--- src/rtl/lrot_pipe.sv ---
// ============================================================================
// Module   : lrot_pipe
// Purpose  : Pipelined left rotator. Each stage handles one shift-amount bit
//            and has a valid/ready handshake. Define LROT_DIR_EN to add in_dir,
//            which selects right rotation.
// Revision : 1.0  initial release
// ============================================================================
`default_nettype none

module lrot_pipe #(
    parameter int WIDTH = 8,
    parameter int SHW   = 3
) (
    input  logic             clk,
    input  logic             rst_n,
    input  logic             in_valid,
    output logic             in_ready,
    input  logic [WIDTH-1:0] in_data,
    input  logic [SHW-1:0]   in_shift,
`ifdef LROT_DIR_EN
    input  logic             in_dir,
`endif
    output logic             out_valid,
    input  logic             out_ready,
    output logic [WIDTH-1:0] out_data
);

    logic [SHW-1:0]             r_valid;
    logic [SHW-1:0][WIDTH-1:0]  r_data;
    logic [SHW-1:0][SHW-1:0]    r_shift;

    logic [SHW-1:0]             w_adv;
    logic [SHW-1:0]             w_src_valid;
    logic [SHW-1:0][WIDTH-1:0]  w_src_data;
    logic [SHW-1:0][WIDTH-1:0]  w_rot;
    logic [SHW-1:0][SHW-1:0]    w_src_shift;
    logic [SHW-1:0]             w_in_shift;
    logic                       w_unused;

`ifdef LROT_DIR_EN
    logic [SHW-1:0]             r_dir;
    logic [SHW-1:0]             w_src_dir;

    // A right rotate by n is a left rotate by (WIDTH - n) mod WIDTH.
    assign w_in_shift = in_dir ? (SHW'(0) - in_shift) : in_shift;
    assign w_unused   = ^{r_shift, w_src_shift, r_dir};
`else
    assign w_in_shift = in_shift;
    assign w_unused   = ^{r_shift, w_src_shift};
`endif

    // A stage may load when it is empty or when everything downstream moves.
    always_comb begin
        w_adv          = '0;
        w_adv[SHW-1]   = !r_valid[SHW-1] | out_ready;
        for (int k = SHW - 2; k >= 0; k--) begin
            w_adv[k] = !r_valid[k] | w_adv[k+1];
        end
    end

    for (genvar k = 0; k < SHW; k++) begin : g_stage
        localparam int R = 1 << k;

        if (k == 0) begin : g_head
            assign w_src_valid[k] = in_valid;
            assign w_src_data[k]  = in_data;
            assign w_src_shift[k] = w_in_shift;
`ifdef LROT_DIR_EN
            assign w_src_dir[k]   = in_dir;
`endif
        end else begin : g_body
            assign w_src_valid[k] = r_valid[k-1];
            assign w_src_data[k]  = r_data[k-1];
            assign w_src_shift[k] = r_shift[k-1];
`ifdef LROT_DIR_EN
            assign w_src_dir[k]   = r_dir[k-1];
`endif
        end

        assign w_rot[k] = w_src_shift[k][k]
                        ? {w_src_data[k][WIDTH-1-R:0], w_src_data[k][WIDTH-1:WIDTH-R]}
                        : w_src_data[k];
    end

    always_ff @(posedge clk or negedge rst_n) begin
        if (!rst_n) begin
            r_valid <= '0;
            r_data  <= '0;
            r_shift <= '0;
        end else begin
            for (int k = 0; k < SHW; k++) begin
                if (w_adv[k]) begin
                    r_valid[k] <= w_src_valid[k];
                    r_data[k]  <= w_rot[k];
                    r_shift[k] <= w_src_shift[k];
                end
            end
        end
    end

`ifdef LROT_DIR_EN
    always_ff @(posedge clk or negedge rst_n) begin
        if (!rst_n) begin
            r_dir <= '0;
        end else begin
            for (int k = 0; k < SHW; k++) begin
                if (w_adv[k]) begin
                    r_dir[k] <= w_src_dir[k];
                end
            end
        end
    end
`endif

    assign in_ready  = w_adv[0];
    assign out_valid = r_valid[SHW-1];
    assign out_data  = r_data[SHW-1];

endmodule

`default_nettype wire

--- config.mk ---
export PLATFORM = sky130hd
export DESIGN_NAME = lrot_pipe
export DESIGN_NICKNAME = d
export VERILOG_FILES = /design/src/rtl/lrot_pipe.sv
export SDC_FILE = /design/constraint.sdc
export NUM_CORES = 1
export LEC_CHECK = 0
export ABC_AREA = 1
export CAP_MARGIN = 0
export CORE_MARGIN = 2
export CORE_UTILIZATION = 53
export DETAILED_ROUTE_END_ITERATION = 16
export PLACE_DENSITY_LB_ADDON = 0.1
export SLEW_MARGIN = 15
export SYNTH_ARGS = -nofsm -noshare
export SYNTH_HDL_FRONTEND = slang
export SYNTH_SLANG_ARGS = --single-unit
--- constraint.sdc ---
create_clock -name clk -period 1.3 [get_ports clk]
set_input_delay 0.13 -clock clk [delete_from_list [all_inputs] [get_ports clk]]
set_output_delay 0.13 -clock clk [all_outputs]
set_load 0.01 [all_outputs]
==> impl_metrics.toml <==
[final_layout]
layout-drive-gt1-share = 0.1088
multi_input_area_um2 = 614.3
antennaDiodeCount = 0
register_area_um2 = 750.7
areaGrowthSynthToFinish_pct = 19.53
finalNetCount = 253
nFillCells = 250

[clocking]
clockBufferDepth = 2
cts.reportedPaths.clkPinSlew_ns = 0.10
numCtsBuffers = 5
clock_tree.root_cell = "clkbuf_4"
cts_hold_buf = 0
cts_tree = "built"
clock_sinks = 30
htreeDepth = 2
clk_latency_ns = 0.33

[global_route]
grt_pass1_vias = 1305
grt_pass1_wl_um = 4968
grt-ovfl-total = 0
antenna_found_initial = 0
grt_start_max_net_pins = 31
grt_util_all_layers = 0.1929

[die]
start_util = 0.5642
dieArea_um2 = 3439
fp-row-count = 19
fp.dieW_um = 58.65
design.core.area_um2 = 2805
die_h_um = 58.65
io_pins = 25

[sta]
skew_ns = 0.01506
finalHoldViolCount = 0
timing.final.crit_period_ns = 1.244
setup_viol = 0
fin_crit_sh = 0.9570
fin_ws_ns = 0.05584
max_slew_margin = 0.7284
worst_pin_slew_ns = 0.4075
rsz0062_at_grt = "no"
fmax_mhz = 803.8
drv_slew = 0
fin_hold_ws_ns = 0.1713

[drt]
wl_um = 2805
ant_nets = 0
viasPerCell = 4.989
drtPass1Iterations = 10
drt-initial-drc-count = 47
num_vias = 1347
avgRoutedWirePerCell_um = 10.39
drc = 2

[power]
total_power_w = 0.002448
seqPwrFrac = 0.499
intPower_w = 0.001656
pwr_density_cell_nw_per_um2 = 1294
p_comb_frac = 0.264
p_leak_nw = 1.054
ir_drop_uv = 679.7
switching_share = 0.3233
p_clk_frac = 0.237
p_sw_w = 0.0007913

[setup_path]
arrival_ns = 1.11
crit_start = "r_valid[2]$_DFFE_PN0P_"
critPathMaxFanout = 2
crit_path_start_kind = "register"
critical_path_required_ns = 1.17
r2r_start = "r_valid[1]$_DFFE_PN0P_"
end_kind = "output pin"
path_class = "reg -> out"

[placed_design]
preCtsSetupSlack_ns = -0.1344
portBuffers = 24
finalWeightedCongestion = 0.7739
dp_hpwl_um = 2106

[yosys]
ys_warn_count = 0
synth.distinct_cells = 17
ys_seq_area_frac = 0.4743
syn_area_um2 = 1583
avgSynthCellArea_um2 = 7.466
ys_ff_latch = 30
syn_nets = 227
netlist_instances = 212

[status]
violations = "DRC"
status = "finished with violations"

[min_path]
hold_path.class = "in -> async"

[job]
maxCapViolCount = 0
## per-layer routing
metal | wire length [um] | global-route usage | vias to the layer above
met4 | 50 | 0.1136 | 0
li1 | - | - | 693
met5 | 0 | 0 | -
met1 | 1162 | 0.1923 | 616
met2 | 1404 | 0.3499 | 32
met3 | 187 | 0.05934 | 6
## synthesized netlist by cell type
library cell   n  area (um^2)
buf_2          6        30.03
buf_4          9        67.56
buf_6          1        11.26
dfrtp_1       30        750.7
inv_1         27        101.4
inv_2          2        7.510
nand2_1       97        364.1
nand2_2        1        6.260
nand2_4        1        11.26
nand3_1        8        40.04
nand4_1       10        62.56
nand4_2        1        12.51
nor2_4         1        11.26
nor2_8         1        20.02
o21ai_0       15        75.07
o21ai_1        1        5.000
or2_1          1        6.260
## final timing paths
kind | end | slack (ns) | depth (start not counted)
worst min register to register | out_data[2]$_DFFE_PN0P_ | 0.48 | 2
max in group asynchronous | r_data[2]$_DFFE_PN0P_ | 0.85 | 2
worst min-delay path | out_data[7]$_DFFE_PN0P_ | 0.17 | 2
min in group clk | r_valid[0]$_DFFE_PN0P_ | 0.33 | 3
worst max-delay path | out_valid | 0.06 | 2
worst max register to register | r_data[14]$_DFFE_PN0P_ | 0.17 | 5
## stage by stage
step                setup TNS (ns)  cells  instance area (um^2)  utilization
finish                           0    270                  1892       0.6744
global route                     0    270                  1892       0.6744
CTS                              0    270                  1892       0.6744
detailed placement         -0.1344    260                  1833       0.6534
global placement           -0.1337    260                  1833       0.6534
floorplan                        0    212                  1583            -
## registers in the layout (all words and copies together), names as in the netlist
name,flops
out_data,8
r_shift,3
r_data,16
r_valid,3
## cells in the final DEF (no fill, tap or decap)
master and n:
nor2_8 1, buf_2 1, nand4_2 1, clkbuf_1 1, o21ai_1 1, clkinv_2 1, clkdlybuf4s50_1 14, inv_1 27
nand4_1 10, dlygate4sd2_1 9, nand3_1 8, or2_1 1, clkbuf_8 1, inv_2 2, dfrtp_1 30, o21ai_0 15
buf_4 10, nand2_2 1, nor2_4 1, nand2_1 97, nand2_4 1, buf_12 1, clkbuf_4 5
## cell type report
type                       instances  share of cell area
tap                               31             0.02050
clock inverter                     1            0.002646
timing repair buffer              35              0.1687
sequential                        30              0.3968
inverter                          29             0.05754
clock buffer                       7             0.02910
multi-input combinational        137              0.3247
## what timing repair did
item,CTS,global route
setup buffers,2,0
gates resized for setup,13,0
setup endpoints to repair,10,0
## cell families (layout without fill, tap and decap cells)
family	after synthesis	after routing	synth area share
compound gates	16	16	0.05059
buf+inv	45	72	0.1376
flops	30	30	0.4743
simple gates	121	121	0.3376
## power groups by stage
stage / Sequential, W / Combinational, W / Clock [W]
finish: 0.00122 / 0.000647 / 0.000579
detailed placement: 0.00125 / 0.000699 / 0
floorplan: 0.00120 / 0.000517 / 0
global placement: 0.00124 / 0.000675 / 0
global route: 0.00125 / 0.000739 / 0.000636
CTS: 0.00122 / 0.000657 / 0.000596
## critical path: stages (launching register included)
cell and delay [ns]:
dfrtp_1 0.39, buf_4 0.14, dlygate4sd2_1 0.27
No activity file was read; power rests on OpenSTA's default activity.
